`src/rtl/display_pkg.sv`:
```
// display_pkg: shared state type, segment constants and hex glyph table
// for the multiplexed common-anode 7-segment scan controller.
package display_pkg;

    typedef enum logic [1:0] {IDLE, BLANK, DRIVE} state_e;

    localparam logic [6:0] SEG_OFF    = 7'h7F;
    localparam logic [7:0] ANODES_OFF = 8'hFF;

    // Active-low glyphs, bit order g f e d c b a.
    localparam logic [6:0] HEX_SEG [16] = '{
        7'h40, 7'h79, 7'h24, 7'h30, 7'h19, 7'h12, 7'h02, 7'h78,
        7'h00, 7'h10, 7'h08, 7'h03, 7'h46, 7'h21, 7'h06, 7'h0E
    };

endpackage

```
`src/rtl/display_scan_controller_hex_to_7seg.sv`:
```
// hex_to_7seg: combinational nibble to active-low 7-segment pattern (g..a).
module hex_to_7seg
    import display_pkg::*;
(
    input  logic [3:0] nibble_i,
    output logic [6:0] seg_o
);

    assign seg_o = HEX_SEG[nibble_i];

endmodule

```
`src/rtl/display_scan_controller.sv`:
```
// display_scan_controller: blanked anode scan with frame-aligned req/ack data loading.
// Define SCAN_DIMMING_EN to add a brightness[3:0] input that PWMs each drive window.
module display_scan_controller
    import display_pkg::*;
#(
    parameter int NUM_DIGITS   = 4,
    parameter int PRESCALE     = 100000,
    parameter int BLANK_CYCLES = 16
) (
    input  logic                          clk,
    input  logic                          reset,
    input  logic                          enable,
    input  logic [4*NUM_DIGITS-1:0]       digit_values,
    input  logic [NUM_DIGITS-1:0]         dp_in,
    input  logic                          update_req,
`ifdef SCAN_DIMMING_EN
    input  logic [3:0]                    brightness,
`endif
    output logic                          update_ack,
    output logic [NUM_DIGITS-1:0]         anodes,
    output logic [6:0]                    segments,
    output logic                          dp_out,
    output logic [$clog2(NUM_DIGITS)-1:0] digit_sel,
    output logic                          frame_done
);

    localparam int CW        = $clog2(PRESCALE);
    localparam int DW        = $clog2(NUM_DIGITS);
    localparam int DRIVE_LEN = PRESCALE - BLANK_CYCLES;

    state_e                  state_q, state_d;
    logic [CW-1:0]           cnt_q, cnt_d;
    logic [DW-1:0]           sel_q, sel_d;
    logic [4*NUM_DIGITS-1:0] shadow_q, shadow_d;
    logic [NUM_DIGITS-1:0]   sdp_q, sdp_d, anodes_q, anodes_d;
    logic [6:0]              segments_q, segments_d, seg_dec;
    logic                    dp_q, dp_d, ack_q, done_q;
    logic                    blank_end, drive_end, frame_end, capture, lit, dim_ok;

    assign blank_end = state_q == BLANK && cnt_q == CW'(BLANK_CYCLES - 1);
    assign drive_end = state_q == DRIVE && cnt_q == CW'(DRIVE_LEN - 1);
    assign frame_end = drive_end && sel_q == DW'(NUM_DIGITS - 1);
    // The cycle after an ack ignores req so the requester has time to drop it.
    assign capture   = update_req && !ack_q && (frame_end || state_q == IDLE);
    assign shadow_d  = capture ? digit_values : shadow_q;
    assign sdp_d     = capture ? dp_in : sdp_q;

    always_comb begin
        state_d = state_q;
        sel_d   = sel_q;
        if (!enable) begin
            state_d = IDLE;
        end else if (state_q == IDLE) begin
            state_d = BLANK;
            sel_d   = '0;
        end else if (blank_end) begin
            state_d = DRIVE;
        end else if (drive_end) begin
            state_d = BLANK;
            sel_d   = frame_end ? '0 : sel_q + DW'(1);
        end
        cnt_d = (state_d != state_q || state_d == IDLE) ? '0 : cnt_q + CW'(1);
    end

`ifdef SCAN_DIMMING_EN
    logic [3:0] bright_q, bright_d;
    assign bright_d = blank_end ? brightness : bright_q;
    assign dim_ok   = int'(cnt_d) * 16 < DRIVE_LEN * (int'(bright_d) + 1);
    always_ff @(posedge clk or posedge reset) begin
        if (reset) bright_q <= '0;
        else       bright_q <= bright_d;
    end
`else
    assign dim_ok = 1'b1;
`endif

    hex_to_7seg u_dec (
        .nibble_i(shadow_q[4*sel_q +: 4]),
        .seg_o   (seg_dec)
    );

    // Outputs are computed from next state so they switch with the state register.
    assign lit        = state_d == DRIVE && dim_ok;
    assign anodes_d   = lit ? ~(NUM_DIGITS'(1) << sel_q) : ANODES_OFF[NUM_DIGITS-1:0];
    assign segments_d = lit ? seg_dec : SEG_OFF;
    assign dp_d       = lit ? ~sdp_q[sel_q] : 1'b1;

    always_ff @(posedge clk or posedge reset) begin
        if (reset) begin
            state_q    <= IDLE;
            sel_q      <= '0;
            cnt_q      <= '0;
            shadow_q   <= '0;
            sdp_q      <= '0;
            anodes_q   <= ANODES_OFF[NUM_DIGITS-1:0];
            segments_q <= SEG_OFF;
            dp_q       <= 1'b1;
            ack_q      <= 1'b0;
            done_q     <= 1'b0;
        end else begin
            state_q    <= state_d;
            sel_q      <= sel_d;
            cnt_q      <= cnt_d;
            shadow_q   <= shadow_d;
            sdp_q      <= sdp_d;
            anodes_q   <= anodes_d;
            segments_q <= segments_d;
            dp_q       <= dp_d;
            ack_q      <= capture;
            done_q     <= frame_end;
        end
    end

    assign update_ack = ack_q;
    assign anodes     = anodes_q;
    assign segments   = segments_q;
    assign dp_out     = dp_q;
    assign digit_sel  = sel_q;
    assign frame_done = done_q;

endmodule

```
`config.mk`:
```
export PLATFORM = sky130hd
export DESIGN_NAME = display_scan_controller
export DESIGN_NICKNAME = d
export VERILOG_FILES = /design/src/rtl/display_pkg.sv /design/src/rtl/display_scan_controller_hex_to_7seg.sv /design/src/rtl/display_scan_controller.sv
export SDC_FILE = /design/constraint.sdc
export NUM_CORES = 1
export LEC_CHECK = 0
export ABC_AREA = 1
export BUFFER_PORTS_ARGS = -buffer_cell sky130_fd_sc_hd__buf_2
export CAP_MARGIN = 5
export CORE_UTILIZATION = 32
export CTS_CLUSTER_DIAMETER = 120
export DETAILED_ROUTE_END_ITERATION = 12
export PLACE_DENSITY = 0.63
export SETUP_SLACK_MARGIN = 0.1
export SLEW_MARGIN = 10
export SYNTH_ARGS = -nofsm -noshare
export SYNTH_HDL_FRONTEND = slang
export SYNTH_SLANG_ARGS = --single-unit
```
`constraint.sdc`:
```
create_clock -name clk -period 1.74 [get_ports clk]
set_clock_uncertainty 0.15 [all_clocks]
set_input_delay 0.261 -clock clk [delete_from_list [all_inputs] [get_ports clk]]
set_output_delay 0.261 -clock clk [all_outputs]
set_load 0.01 [all_outputs]
```
After elaboration in Yosys (flattened, before gate mapping) --
Memories as Yosys holds them, arrays and structs flattened. Cells that the tools add are included.
Cells by class: add/sub/neg operators 2, order comparisons 2, equal/unequal tests 8, shift-type cells 2, multiplexer cells 16, bitwise gates (word level) 3, reduce and logical (&&, ||, !) cells 12
Operators with widths (number):
- two-way mux 7 bit | 3
- adder 17 x 1 -> 17 bit (second input constant) | 1
- == test 17 bit (second input constant) | 1
- == test 17 x 4 -> 1 bit (second input constant) | 1
- two-way mux 17 bit | 1
- two-way mux 2 bit | 8
- variable part select 16 x 5 -> 4 bit | 1
- == test 2 bit (second input constant) | 3
- >= comparator 5 bit (second input constant) | 1
- logical AND 1 bit | 5
- NOT 4 -> 5 bit | 1
- logical NOT 2 bit | 2
- two-way mux 4 bit | 1
- NOT 4 bit | 1
- << shifter 1 x 2 -> 4 bit (first input constant) | 1
- less-than comparator 2 x 3 -> 1 bit (second input constant) | 1
- AND reduction 3 bit | 1
- adder 2 x 1 -> 2 bit (second input constant) | 1
- binary-select mux 1 bit (select 2 bit) | 1
- == test 2 x 1 -> 1 bit (second input constant) | 1
- logical OR 1 bit | 2
- two-way mux 1 bit | 2
- inequality test 2 x 1 -> 1 bit (second input constant) | 1
- inequality test 2 bit | 1
- other kinds (3) | 3
Storage, ports and cells: register bits after elaboration 55, bits in read-only memories 112, bits of input ports 24, output and inout port bits 16, logic and storage cells 56, memories kept 1
Memory list:
- (no name shown) | words 16, bits a word 7, rd ports 1, clocked after Yosys merged registers in 0, wr ports 0, line display_scan_controller_hex_to_7seg.sv:9 | assign seg_o = HEX_SEG[nibble_i];

Longest topological paths before layout --
depth in word-level cells 9, mapped depth 13, depth with buffers taken out 12

Cells and area by module --
From an unflattened synthesis, not the netlist that was laid out.
Second synthesis, totals: cell total of the unflattened synthesis 361, area total of the unflattened synthesis 2919.0 µm²
Modules (own cells, without submodules):
- display_scan_controller | times used 1, cells each 312, area an instance 2645.0 µm², sequential area each 1391.3 µm²
- hex_to_7seg | times used 1, cells each 49, area an instance 274.0 µm², sequential area each 0.0 µm²

Least setup slack after synthesis --
Ideal clock, no wire load.
path kind reg2reg, start register sel_q[0], in the netlist digit_sel[0], end register segments_q[5], in the netlist segments[5], setup time 0.065 ns, data arrival time 1.619 ns, required time 1.525 ns, setup slack -0.094 ns, stages on the path, launching flop included 14, buffers on the path 1, clock period less this slack 1.834 ns, cells stage by stage dfrtp_1 > inv_1 > buf_2 > nand2_1 > nand3_1 > nand2_1 > inv_1 > ha_1 > inv_1 > nor2_1 > inv_1 > o21ai_0 > nand2_1 > nand3_1
On the way: word-level cells in the longest chain between the ends 6
Ends and longest elaborated chain:
- start, declared | line display_scan_controller.sv:33 | logic [DW-1:0] sel_q, sel_d;
- start signal, assigned | line display_scan_controller.sv:102 | sel_q <= sel_d;
- variable part select 16 x 5 -> 4 bit | line display_scan_controller.sv:78 | .nibble_i(shadow_q[4*sel_q +: 4]),
- NOT 4 -> 5 bit (implied by the code) | line display_scan_controller_hex_to_7seg.sv:9
- memory (16 x 7 bit)
- two-way mux 7 bit (implied by the code) (2 in a row) | line display_scan_controller_hex_to_7seg.sv:9
- two-way mux 7 bit | line display_scan_controller.sv:85 | assign segments_d = lit ? seg_dec : SEG_OFF;
- named net segments_d[5] | line display_scan_controller.sv:36 | logic [6:0] segments_q, segments_d, seg_dec;
- end signal, assigned | line display_scan_controller.sv:107 | segments_q <= segments_d;
- end, declared | line display_scan_controller.sv:36
The timed path passes the listed nets, and every way through them passes these cells. The select of a mux whose other input is x is not followed. A chain may end at the register's enable or synchronous reset.

Worst setup path after layout --
start register sel_q[0], in the netlist digit_sel[0], end register segments_q[6], in the netlist segments[6]
Same word-level chain as after synthesis.

==> results.py <==
metrics = {
    "place": {
        "placed_area_um2": 3560,
        "port_buffers": 39,
        "gp_congestion": 0.829,
        "dp_hpwl_mm": 4.99,
    },
    "hold_path": {
        "worstHoldStart": "digit_values[12]",
        "min_path_type": "in -> reg",
    },
    "cts": {
        "cts_buffers": 5,
        "cts.htree.levels": 2,
        "clk_latency_ps": 320,
        "clk_path_buf_depth": 2,
        "cts.sinks": 55,
        "cts_tree": "built",
        "cts-root-buf": "clkbuf_8",
        "path_clk_slew_ps": 100,
    },
    "timing": {
        "setup_viol_count_final": 19,
        "tightestPinTransition_ps": 493,
        "fin_ws_ps": -58.5,
        "post-route-period-util_pct": 103,
        "fmax_mhz": 556,
        "rsz0062_at_grt": "true",
        "hold_slack_ps": 16.9,
        "slew_headroom_pct": 67.1,
        "hold_viol": 0,
        "fin_crit_ps": 1800,
        "drv_slew": 0,
    },
    "critical_path": {
        "slowest_stage": "dfrtp_2",
        "r2r_slack_ps": -60,
        "r2r_cells": 12,
        "crit_required_ps": 1830,
        "cp-start-kind": "flop",
        "path_max_fanout": 5,
        "cp-endpoint": "segments[6]",
        "r2r_start": "digit_sel[0]",
        "cpPeakStageDelay_ps": 490,
        "worstPathArrival_ps": 1890,
        "cp-end-kind": "flop",
        "r2r-end": "segments[6]",
        "startpoint": "digit_sel[0]",
        "timing.critical_path.cells": "buf_12 -> nand2_1 -> nand3_2 -> nand2_2 -> inv_4 -> ha_4 -> inv_2 -> nor2_4 -> inv_2 -> o21ai_2 -> nand2_1 -> nand3_1",
        "path_class": "reg -> reg",
    },
    "yosys": {
        "netlist.area_leader.share_pct": 37.5,
        "syn_nets": 384,
        "synth_cells": 349,
        "yosysUniqueCellTypes": 31,
        "ys_ff_latch": 55,
        "postSynthAreaPerCell_um2": 8.23,
        "yosysSeqAreaShare_pct": 48.4,
        "netlist.top_cell.by_area": "dfrtp_1",
        "syn_area_um2": 2870,
        "ys_warn_count": 0,
        "netlist_top_cells_area": "dfrtp_1 (37%), nand2_1 (15%), dfstp_2 (11%)",
    },
    "routing": {
        "num_vias": 2743,
        "routedWlPerCell_um": 13.9,
        "firstDrtPassIters": 4,
        "drt_iter0_drc": 130,
        "ant_nets": 0,
        "drc": 0,
        "vias_per_cell": 4.85,
        "routed_wl_mm": 7.83,
    },
    "final_layout": {
        "diodes": 0,
        "layout-drive-gt1-share_pct": 43.1,
        "final_nets": 491,
        "utilization_pct": 50.1,
        "design_area_um2": 4370,
        "area_growth_pct": 52.0,
    },
    "floorplanning": {
        "rows": 34,
        "die_h_um": 96.8,
        "core_area_um2": 8720,
        "die_area_um2": 9360,
        "fp.dieW_um": 96.8,
        "initial_core_util_pct": 32.9,
        "top_level_ports": 40,
    },
    "pwr": {
        "ir_drop_uv": 496,
        "leakage_nw": 1.97,
        "finalPower_w": 0.00361,
        "power_density_nw_per_um2": 827,
    },
    "outcome": {
        "violations": "setup timing",
        "status": "complete, but fails checks",
    },
    "job": {
        "maxCapViolCount": 0,
    },
    "grt": {
        "grt_util_all_layers_pct": 16.5,
        "grt_pass1_vias": 2744,
        "antenna_found_initial": 0,
        "grt_max_degree": 21,
        "grt_pass1_wl_mm": 12.7,
        "gr-total-overflow": 0,
    },
}
-- report_power, final --
part / switching [W] / internal (W)
Clock: 0.000440 / 0.000374
Sequential: 0.0000901 / 0.00137
Combinational: 0.000730 / 0.000605
Total: 0.00126 / 0.00235
-- through the flow --
step,TNS [ps],setup WS (ps),instances
after detailed placement,-1830,-94.9,522
after global routing,-4350,-128,565
final,-362,-58.5,565
after CTS,-78.8,-10.9,562
after floorplan,0,46.0,349
after global placement,-333,-72.0,522
-- routing by layer --
layer	global-route usage (%)	wire length [um]	up-vias
li1	-	-	1336
met4	6.31	170	0
met2	28.0	3860	92
met3	2.17	383	18
met5	0	0	-
met1	21.4	3420	1297
-- synthesized netlist by cell type --
library cell,instances
nand2_1,112
dfrtp_1,43
inv_1,31
nor2_1,28
nand3_1,26
nor3_1,22
dfstp_2,12
o21ai_0,12
ha_1,11
xor2_1,10
a21oi_1,5
nand2_2,5
nand4_1,5
buf_4,4
xnor2_1,3
buf_2,2
buf_6,2
nand3_2,2
nor2_2,2
a31oi_2,1
a32oi_2,1
and3_1,1
buf_8,1
clkbuf_1,1
inv_2,1
nand2_4,1
o211ai_1,1
o21a_1,1
o21ai_2,1
o22ai_1,1
or2_1,1
-- registers in the layout, indices dropped and copies added (netlist names) --
name and cells:
cnt_q 17, segments 7, shadow_q 16, frame_done 1, digit_sel 2, state_q 2, dp_out 1, anodes 4
update_ack 1, sdp_q 4
-- worst max-delay path: cells and delay by family (launching register included) --
family	cells	cell delay (ps)
flip-flops	1	490
adder cells (fa/ha/maj)	1	160
buffers and inverters	4	370
AO/OA/AOI/OAI	1	50
AND/OR/NAND/NOR	6	500
-- worst min path at each step --
stage | end | slack (ps) | cells after the start
floorplan | cnt_q[0] | 180 | 1
global placement | shadow_q[14] | 160 | 2
detailed placement | shadow_q[15] | 170 | 2
CTS | shadow_q[15] | 10 | 3
global route | shadow_q[12] | 20 | 3
finish | shadow_q[12] | 20 | 3
-- cells in the final DEF, fill, tap and decap left out, drive strengths merged, types with 12 or more instances in the layout --
cell | synthesis | final
buf | 9 | 91
nand2 | 118 | 120
dfrtp | 43 | 43
nor2 | 30 | 31
dlygate4sd3 | 0 | 15
nor3 | 22 | 22
inv | 32 | 32
o21ai | 13 | 13
dfstp | 12 | 12
nand3 | 28 | 28
-- cell type report --
type / instances / area [um2]
clock buffers: 7 / 97.6
clock inverters: 1 / 6.26
fillers: 751 / 4350
inverters: 32 / 141
multi-input cells: 255 / 1690
flip-flops and latches: 55 / 1390
well taps: 108 / 135
repair buffers: 107 / 901
-- timing repair --
| item | in CTS | in global routing |
|---|---|---|
| setup buffers | 12 | 3 |
| endpoints found under the hold margin | 28 | 0 |
| pin swaps | 10 | 14 |
| gates cloned | 5 | 1 |
| hold buffers | 15 | 0 |
| endpoints found under the setup margin | 51 | 54 |
| gates resized for setup | 36 | 47 |
-- logic make-up (layout without fill, tap and decap cells) --
kind of cell	Yosys count	after routing	share of synthesized area [%]
xor gates and xnor gates	13	13	3.96
adders and majority gates	11	11	4.79
and+or+nand+nor	205	208	30.8
buffers and inverters	42	147	7.01
DFF	55	55	48.4
AOI/OAI and AO/OA	23	23	5.01
Power figures use the tool's default switching activity.
